[src/rtl/vendo_coin_sched.sv]
// Coin-event scheduler: queues P1/P5 coin pulses and issues them one at a time
// to the vending core while it is in a coin-accepting state (000 or 001).
module vendo_coin_sched #(
    parameter int DEPTH = 4,
    parameter int CNT_W = 8
) (
    input  logic                   clk,
    input  logic                   reset,
    input  logic                   coin_p1,
    input  logic                   coin_p5,
    input  logic [2:0]             core_cstate,
    input  logic                   core_disp,
    input  logic                   core_change,
    output logic                   core_p1,
    output logic                   core_p5,
    output logic [$clog2(DEPTH):0] fifo_level,
    output logic                   overflow,
    output logic                   busy,
    output logic [CNT_W-1:0]       vend_count,
    output logic [CNT_W-1:0]       change_count
);
    localparam int AW = $clog2(DEPTH);
    localparam logic [AW:0] FULL = (AW + 1)'(DEPTH);

    typedef enum logic [1:0] {IDLE, ISSUE, SETTLE} state_t;

    state_t           state;
    state_t           state_next;
    logic [DEPTH-1:0] mem;          // 0 = P1, 1 = P5
    logic [AW-1:0]    rd_ptr;
    logic [AW-1:0]    wr_ptr;
    logic             core_ready;
    logic             pop;
    logic             head;
    logic             keep_p1;
    logic             keep_p5;
    logic             change_prev;
    logic [AW:0]      free_slots;
    logic [AW:0]      push_cnt;

    assign core_ready = (core_cstate == 3'b000) || (core_cstate == 3'b001);
    assign head       = mem[rd_ptr];

    // A slot freed by this cycle's pop is usable by this cycle's push; P1 wins the last slot.
    assign free_slots = FULL - fifo_level + {{AW{1'b0}}, pop};
    assign keep_p1    = coin_p1 && (free_slots != '0);
    assign keep_p5    = coin_p5 && (free_slots > {{AW{1'b0}}, keep_p1});
    assign push_cnt   = {{AW{1'b0}}, keep_p1} + {{AW{1'b0}}, keep_p5};

    always_ff @(posedge clk or negedge reset) begin
        if (!reset) state <= IDLE;
        else        state <= state_next;
    end

    // SETTLE may pop directly so queued coins issue every 2 cycles.
    always_comb begin
        state_next = state;
        case (state)
            IDLE:    if (pop) state_next = ISSUE;
            ISSUE:   state_next = SETTLE;
            SETTLE:  state_next = pop ? ISSUE : IDLE;
            default: state_next = IDLE;
        endcase
    end

    always_comb begin
        pop  = ((state == IDLE) || (state == SETTLE)) && (fifo_level != '0) && core_ready;
        busy = (fifo_level != '0) || (state != IDLE);
    end

    always_ff @(posedge clk or negedge reset) begin
        if (!reset) begin
            mem        <= '0;
            rd_ptr     <= '0;
            wr_ptr     <= '0;
            fifo_level <= '0;
            overflow   <= 1'b0;
            core_p1    <= 1'b0;
            core_p5    <= 1'b0;
        end else begin
            if (keep_p1) mem[wr_ptr] <= 1'b0;
            if (keep_p5) mem[wr_ptr + AW'(keep_p1)] <= 1'b1;
            wr_ptr     <= wr_ptr + AW'(push_cnt);
            if (pop) rd_ptr <= rd_ptr + AW'(1);
            fifo_level <= fifo_level + push_cnt - {{AW{1'b0}}, pop};
            if ((coin_p1 && !keep_p1) || (coin_p5 && !keep_p5)) overflow <= 1'b1;
            core_p1    <= pop && !head;
            core_p5    <= pop && head;
        end
    end

    always_ff @(posedge clk or negedge reset) begin
        if (!reset) begin
            vend_count   <= '0;
            change_count <= '0;
            change_prev  <= 1'b0;
        end else begin
            vend_count   <= vend_count + CNT_W'(core_disp);
            change_count <= change_count + CNT_W'(core_change && !change_prev);
            change_prev  <= core_change;
        end
    end
endmodule
[config.mk]
export PLATFORM = sky130hd
export DESIGN_NAME = vendo_coin_sched
export DESIGN_NICKNAME = d
export VERILOG_FILES = /design/src/rtl/vendo_coin_sched.sv
export SDC_FILE = /design/constraint.sdc
export NUM_CORES = 1
export LEC_CHECK = 0
export ABC_AREA = 0
export BUFFER_PORTS_ARGS = -buffer_cell sky130_fd_sc_hd__buf_4
export CAP_MARGIN = 20
export CELL_PAD_IN_SITES_DETAIL_PLACEMENT = 0
export CELL_PAD_IN_SITES_GLOBAL_PLACEMENT = 1
export CORE_ASPECT_RATIO = 1.75
export CORE_MARGIN = 2
export CORE_UTILIZATION = 42
export DETAILED_ROUTE_END_ITERATION = 8
export PLACE_DENSITY = 0.84
export SYNTH_ARGS = -nofsm -noshare
export SYNTH_HDL_FRONTEND = slang
export SYNTH_SLANG_ARGS = --single-unit
[constraint.sdc]
create_clock -name clk -period 5 [get_ports clk]
set_input_delay 0.25 -clock clk [delete_from_list [all_inputs] [get_ports clk]]
set_output_delay 0.25 -clock clk [all_outputs]
set_load 0.1 [all_outputs]
==> results of run 1 <==
-- cells in the mapped netlist, drive strengths merged --
| cell type | count | area [um2] |
|---|---|---|
| xor2 | 7 | 68.82 |
| a32o | 2 | 20.02 |
| clkbuf | 1 | 3.750 |
| nor2 | 5 | 18.77 |
| nand3 | 5 | 25.02 |
| a22o | 2 | 17.52 |
| or3 | 2 | 12.51 |
| nand2 | 5 | 18.77 |
| xnor2 | 14 | 122.6 |
| and3 | 4 | 25.02 |
| inv | 10 | 37.54 |
| and2 | 1 | 6.260 |
| o31a | 1 | 17.52 |
| or2 | 1 | 6.260 |
| a211oi | 1 | 7.510 |
| ha | 13 | 162.7 |
| and3b | 1 | 8.760 |
| nand2b | 1 | 6.260 |
| and4 | 1 | 8.760 |
| nor2b | 3 | 18.77 |
| fa | 1 | 20.02 |
| dfrtp | 33 | 825.8 |
| o211ai | 2 | 15.01 |
| o21a | 1 | 7.510 |
| nand4 | 2 | 12.51 |
| nor3 | 1 | 5.000 |
| mux4 | 1 | 22.52 |
| o21ai | 3 | 15.01 |
-- worst min-delay path by stage --
stage,depth (start not counted),slack [ns],to,start
after global routing,1,0.06,change_prev,core_change
final,1,0.07,change_prev,core_change
after global placement,1,0.21,vend_count[5],reset
after detailed placement,1,0.21,vend_count[4],reset
after CTS,1,0.07,change_prev,core_change
after floorplan,0,-0.05,change_count[0],reset
-- kinds of logic after synthesis --
| kind of cell | Yosys count | share of synthesized area |
|---|---|---|
| buffers and inverters | 11 | 0.02687 |
| DFF | 33 | 0.5375 |
| xor gates and xnor gates | 21 | 0.1246 |
| adders and majority gates | 14 | 0.1189 |
| AOI/OAI and AO/OA | 12 | 0.06515 |
| and+or+nand+nor | 32 | 0.1124 |
| muxes | 1 | 0.01466 |
-- registers in the layout, summed over array words and instances, names as in the netlist, 2 cells and up --
| signal | count |
|---|---|
| rd_ptr | 2 |
| change_count | 8 |
| wr_ptr | 2 |
| fifo_level | 3 |
| vend_count | 8 |
| state | 2 |
| mem | 4 |
-- final cells by class --
class	count	area [um2]	area share
sequential	33	825.8	0.4319
multi-input combinational	80	669.4	0.3501
timing repair buffer	31	235.2	0.1230
inverter	10	37.54	0.01963
clock inverter	3	17.52	0.009162
clock buffer	5	68.82	0.03599
tap	46	57.56	0.03010
-- layer usage --
metal | vias up | wire, um
met2 | 28 | 1468
met3 | 5 | 141
met5 | - | 0
met4 | 0 | 53
met1 | 515 | 982
li1 | 500 | -
-- timing repair --
| action | in CTS | in global routing |
|---|---|---|
| hold buffers | 1 | 0 |
| setup buffers | 0 | 0 |
| endpoints found under the hold margin | 33 | 0 |
-- stage by stage --
step	cells	utilization	instance area, um2
5_1_grt	208	0.5377	1912
6_report	208	0.5377	1912
3_5_place_dp	199	0.5106	1815
3_3_place_gp	199	0.5106	1815
2_1_floorplan	124	-	1536
4_1_cts	208	0.5377	1912
==> summary by stage, run 1 <==
Synthesis
The cell count after synthesis came out at 124. The sequential element share of the synthesized area is 0.5375. The flip-flop and latch count after synthesis is 33. The number of nets produced by synthesis is 147. In this run the mean area of a mapped cell was 12.39 um2. The netlist uses 29 different library cells.

The post-synthesis instance area is 0.001536 mm2. The warning count from the yosys run is 0.

GRT
The pin count of the biggest net entering global routing is 34. For this run, global-route usage on met2 was measured as 0.2703. The sum of overflow across all layers after global routing is 0. The first global-routing pass estimated 4871 um of wire. The initial antenna violation count is 0. In this run the most used layer during global routing was met2. The met3 routing resource usage after global routing is 0.05197.

The number of global-route vias before repair is 1,140. In the global route stage, met1 resource usage came out at 0.1555. For this run, the total global-route usage over all layers was measured as 0.1556.

STA
The number of slew-limit violations in the final report is 0. The maximum clock frequency is 0.2313 GHz. The tightest hold path in the finished design has a slack of 0.07276 ns. The final period utilization is 0.8646. The slew at the pin closest to its max-slew limit is 0.4090 ns. Clock skew on the completed layout was measured at 0.004505 ns. Setup repair after global routing left no endpoint under its margin. The final-report hold violation count came to 0. The setup-violating endpoint count in the final report is 0. In the final timing run, aggregate negative setup slack is 0 ns.

In this run the tightest slew margin relative to its limit is 0.7274. The post-route minimum period is 4.323 ns. Once routing completed, OpenROAD measured the worst setup slack at 0.6771 ns.

Worst setup path
STA classifies the critical path startpoint as a flip-flop. Tracing the worst setup path back leads to its startpoint at fifo_level[2]. Among all stages on the critical path, the largest delay is contributed by sky130_fd_sc_hd__dfrtp_1.

Among cell families on the critical path, the largest total delay comes from adder cells. The worst setup slack for register-to-register paths is 0.68 ns. The delay of the slowest cell on the worst path is 0.45 ns. Data arrives at the worst endpoint at 4.49 ns. The worst setup path is of the reg2reg kind. The kind of capture point of the worst setup path is a flip-flop. In this design, the critical path's most frequently occurring cell is sky130_fd_sc_hd__ha_1. The required arrival time at the worst endpoint is 5.17 ns.

The highest net fanout along the worst path is 5. The number of buffers and inverters on the critical path is 4. The worst setup path endpoint is fifo_level[2]. The path depth of the worst reg2reg path is 19. The worst register-to-register path ends at fifo_level[2].

The worst register-to-register path begins at fifo_level[2]. Counting buffers and inverters, the worst setup path is 19 cells deep. Traced cell by cell, the critical path runs through or3_1 -> nand2_1 -> ha_1 -> inv_1 -> ha_1 -> nand2b_1 -> o21a_1 -> ha_1 -> nor2_1 -> o31a_4 -> ha_1 -> inv_1 -> ha_1 -> inv_1 -> ha_1 -> inv_1 -> fa_1 -> xor2_1 -> xnor2_1.

Floorplanning
For this configuration, the core starts out at a cell density of 0.4321. The die footprint is 0.004177 mm2. The y dimension of the die is 84.01 um. The number of placement rows is 29. The number of top-level pins is 32. The chip width is 49.72 um. The region available for standard cell placement spans 0.003556 mm2.

Clock tree
In this run the deepest clock path goes through 2 buffers. For this design, the sink count on the clock tree is 33. In this run the clock root is driven by a sky130_fd_sc_hd__clkbuf_8.

The clock buffer count from CTS is 5. TritonCTS built the clock tree. Clock latency on the worst-skew pair, taken at its later pin, is 0.29 ns.

The H-tree level count is 2. After clock tree synthesis, the repair step resized 0 gates. The clock transition at the registers of the reported paths is 0.07 ns.

Place
The half-perimeter wire length after detailed placement is 2054 um. Timing analysis after detailed placement gives a worst setup slack of 0.6604 ns. At the end of routability-driven placement, the weighted congestion stood at 0.7978. The total of buffers placed on input and output ports is 30.

Finish
For this run, the post-layout net count is 184. The count of inserted antenna diode cells is 0. After filler insertion, the fill cell instance count of the layout stands at 338.

Leaving out fill and tap cells, the most frequent cells in the layout are sky130_fd_sc_hd__dfrtp_1, sky130_fd_sc_hd__buf_4, sky130_fd_sc_hd__xnor2_1. The layout cell share with drive strength beyond 1 is 0.2593. The library cell used most frequently in the layout, excluding fill and tap cells, is sky130_fd_sc_hd__dfrtp_1. The layout-stage area growth over the synthesis result is 24.43%.

Drt
In the final routed layout, each cell accounts on average for 12.72 um. For this run, design rule violations remaining after detail routing come to 0. Summed over all layers, the routed wires come to 2646 um. The first TritonRoute pass finished after 2 iterations.

In this run the remaining antenna-violating nets after routing total 0. The DRC violation total after the first TritonRoute iteration is 19. The via count normalized by instance count is 5.038. Summing over every cut layer, the via total after detailed routing is 1,048.

Min path
In this run the worst hold path is classified as in2reg.

Run status
The flow ran to the end, and the final reports show no timing, DRC or antenna violations.

Flow run
The number of max-capacitance violations reported is 0.
Power of run 1 is not shown: default switching activity piles up to over one toggle a cycle in this logic, so the estimate is an artifact.
==> run 2: changes to the inputs <==
CORE_UTILIZATION = 44   (was 42)
GPL_TIMING_DRIVEN = 0   (was default)
PLACE_DENSITY = 0.87   (was 0.84)
clock period = 5.47 ns   (was 5 ns; I/O delays follow)
==> run 2 against run 1 <==
Critical path depth is the same; non-clock buffer count grew 1; global-route usage grew 0.12 points; worst setup slack gained 0.44 ns; clock skew grew 0.0039 ns; critical path type unchanged; highest routed layer unchanged.
==> summary by stage, run 2 (synthesis results as in run 1) <==
Flow run
The number of max-capacitance violations reported is 0 (unchanged).

Worst setup path
The library cell appearing most often on the critical path was sky130_fd_sc_hd__ha_1 (unchanged). The capture instance of the worst register-to-register path is fifo_level[2] (unchanged). The data arrival time of the worst path was 4.52 ns (was 4.49 ns).

The worst setup slack for register-to-register paths is 1.12 ns (was 0.68 ns). The origin of the critical flop-to-flop path is fifo_level[2] (unchanged). The kind of capture point of the worst setup path is a flip-flop (unchanged). The nature of the critical path startpoint is a flip-flop (unchanged). The highest net fanout along the worst path is 5 (unchanged). The first element of the critical path is fifo_level[2] (unchanged).

The required arrival time at the worst endpoint is 5.64 ns (was 5.17 ns). Cells along the critical path: or3_1 -> nand2_1 -> ha_1 -> inv_1 -> ha_1 -> nand2b_1 -> o21a_1 -> ha_1 -> nor2_1 -> o31a_4 -> ha_1 -> inv_1 -> ha_1 -> inv_1 -> ha_1 -> inv_1 -> fa_1 -> xor2_1 -> xnor2_1 (unchanged). The path depth of the worst reg2reg path is 19 (unchanged). The library cell contributing the largest single delay on the critical path is sky130_fd_sc_hd__dfrtp_1 (unchanged). The delay of the slowest cell on the worst path was 0.46 ns (was 0.45 ns). The startpoint-to-endpoint class of the critical path was reg2reg (unchanged).

STA
The number of slew-limit violations in the final report is 0 (unchanged). The final period utilization is 0.7956 (was 0.8646). The final-report hold violation count is 0 (unchanged).

The relative max-transition margin is 0.7247 (was 0.7274). The slew at the pin closest to its max-slew limit is 0.4130 ns (was 0.4090 ns). RSZ-0062 raised after global routing: no (unchanged). The final sum of negative setup slack was 0 ns (unchanged). The worst-case clock skew was 0.008390 ns (was 0.004505 ns). The post-route minimum period is 4.352 ns (was 4.323 ns).

The setup-violating endpoint count in the final report is 0 (unchanged). The maximum clock frequency is 0.2298 GHz (was 0.2313 GHz).

GRT
The sum of overflow across all layers after global routing is 0 (unchanged). The overall global routing resource usage is 0.1568 (was 0.1556). The pin count of the biggest net entering global routing is 34 (unchanged). The initial antenna violation count is 0 (unchanged). The first-pass GRT wire length is 4629 um (was 4871 um).

The number of global-route vias before repair is 1,097 (was 1,140).

Drt
The via count was 1,033 (was 1,048). The count of nets left with antenna violations after detail routing is 0 (unchanged). The via count normalized by instance count was 4.966 (was 5.038). The count of TritonRoute iterations in the first routing pass is 4 (was 2).

The routed wirelength normalized by instance count is 12.95 um (was 12.72 um). The DRC violation total after the first TritonRoute iteration is 8 (was 19). The final routed DRC violation total is 0 (unchanged). The wire length after detailed routing is 2693 um (was 2646 um).

Finish
The commonest non-fill, non-tap cell in the layout is sky130_fd_sc_hd__dfrtp_1 (unchanged). The layout filler cell count came to 308 (was 338). The count of inserted antenna diode cells is 0 (unchanged). The layout-stage area growth over the synthesis result is 24.35% (was 24.43%). The net total in the final layout was 185 (was 184). Registers with the most flip-flops: change_count: 8 flops, vend_count: 8 flops, mem: 4 flops (unchanged).

Top library cells by usage in the layout, fill and taps aside: sky130_fd_sc_hd__dfrtp_1, sky130_fd_sc_hd__buf_4, sky130_fd_sc_hd__xnor2_1 (unchanged). The layout cell share with drive strength beyond 1 is 0.2515 (was 0.2593).

Min path
The worst min-delay path startpoint is core_change (unchanged). The cell depth of the worst min-delay path is 1 (unchanged). The hold path endpoint was change_prev (unchanged). The path class of the lowest-slack min-delay path is in2reg (unchanged).

Floorplanning
The number of top-level pins is 32 (unchanged). The initial standard-cell utilization of the core is 0.4568 (was 0.4321). The chip width is 48.67 um (was 49.72 um). The area of the core is 0.003363 mm2 (was 0.003556 mm2). The number of placement rows was 28 (was 29).

The die footprint is 0.003999 mm2 (was 0.004177 mm2). The y dimension of the die is 82.18 um (was 84.01 um).

Clock tree
The root buffer cell is sky130_fd_sc_hd__clkbuf_8 (unchanged). The clock sink count is 33 (unchanged). The clock buffer count from CTS came to 5 (unchanged). The number of setup buffers added after CTS is 0 (unchanged).

The H-tree level count is 2 (unchanged). The source-to-sink clock delay at the later pin of the worst-skew pair is 0.28 ns (was 0.29 ns). The deepest clock path buffer count is 2 (unchanged).

The clock transition at the registers of the reported paths is 0.07 ns (about the same). The CTS tree was done (unchanged).

Place
The final weighted congestion in routability-driven placement came to 0.8392 (was 0.7978). The total of buffers placed on input and output ports is 30 (unchanged). The half-perimeter wire length after detailed placement is 2015 um (was 2054 um).

Run status
Status: completed (unchanged).
[run 2: cell count changes in the layout (fill, tap and decap cells not counted)]
cell                         change
sky130_fd_sc_hd__clkinvlp_4      -1
sky130_fd_sc_hd__clkbuf_1        +2
[run 2: repair_timing]
item / CTS / global route
hold buffers: 1 / 0
hold endpoints to repair: 33 / 0
gates resized for setup: 0 / 0
[run 2: how the worst max path moves through the flow]
| stage | endpoint | slack [ns] | depth (start not counted) |
|---|---|---|---|
| finish | fifo_level[2] | 1.12 | 19 |
| CTS | fifo_level[2] | 1.07 | 19 |
| global placement | fifo_level[2] | 1.17 | 19 |
| global route | fifo_level[2] | 0.83 | 19 |
| detailed placement | fifo_level[2] | 1.10 | 19 |
| floorplan | fifo_level[2] | 0.92 | 19 |
[run 2: critical path, delay by kind of cell (launching register included)]
kind	cells	cell delay, ns
adder cells (fa/ha/maj)	7	1.87
AND/OR/NAND/NOR	4	0.92
AO/OA/AOI/OAI	2	0.53
flip-flops	1	0.46
XOR/XNOR	2	0.28
buffers and inverters	4	0.18
[run 2: layer usage]
metal  vias to the layer above  GRT usage  share of wire
met1                       502     0.1483           0.40
li1                        496          -              -
met5                         -          0              0
met4                         0    0.07714          0.018
met3                         4    0.05396          0.047
met2                        31     0.2986           0.54
[run 2: layout make-up]
cell class              count  area, um2  area share
clock inverters             2      10.01    0.005239
repair buffers             31      235.2      0.1231
plain buffers               1      3.754    0.001965
well taps                  45      56.30     0.02947
flip-flops and latches     33      825.8      0.4322
inverters                  10      37.54     0.01965
multi-input cells          80      669.4      0.3504
clock buffers               6      72.57     0.03798
[run 2: through the flow]
step / util / instance area [um2] / hold WS (ns) / setup WS (ns) / cells
floorplan: - / 1536 / -0.02209 / 0.9196 / 124
global placement: 0.5406 / 1818 / 0.2322 / 1.170 / 199
detailed placement: 0.5406 / 1818 / 0.2378 / 1.095 / 199
CTS: 0.5681 / 1911 / 0.09819 / 1.068 / 208
global route: 0.5681 / 1911 / 0.08958 / 0.8258 / 208
finish: 0.5681 / 1911 / 0.1086 / 1.118 / 208
Power of run 2 is left out for the same reason.
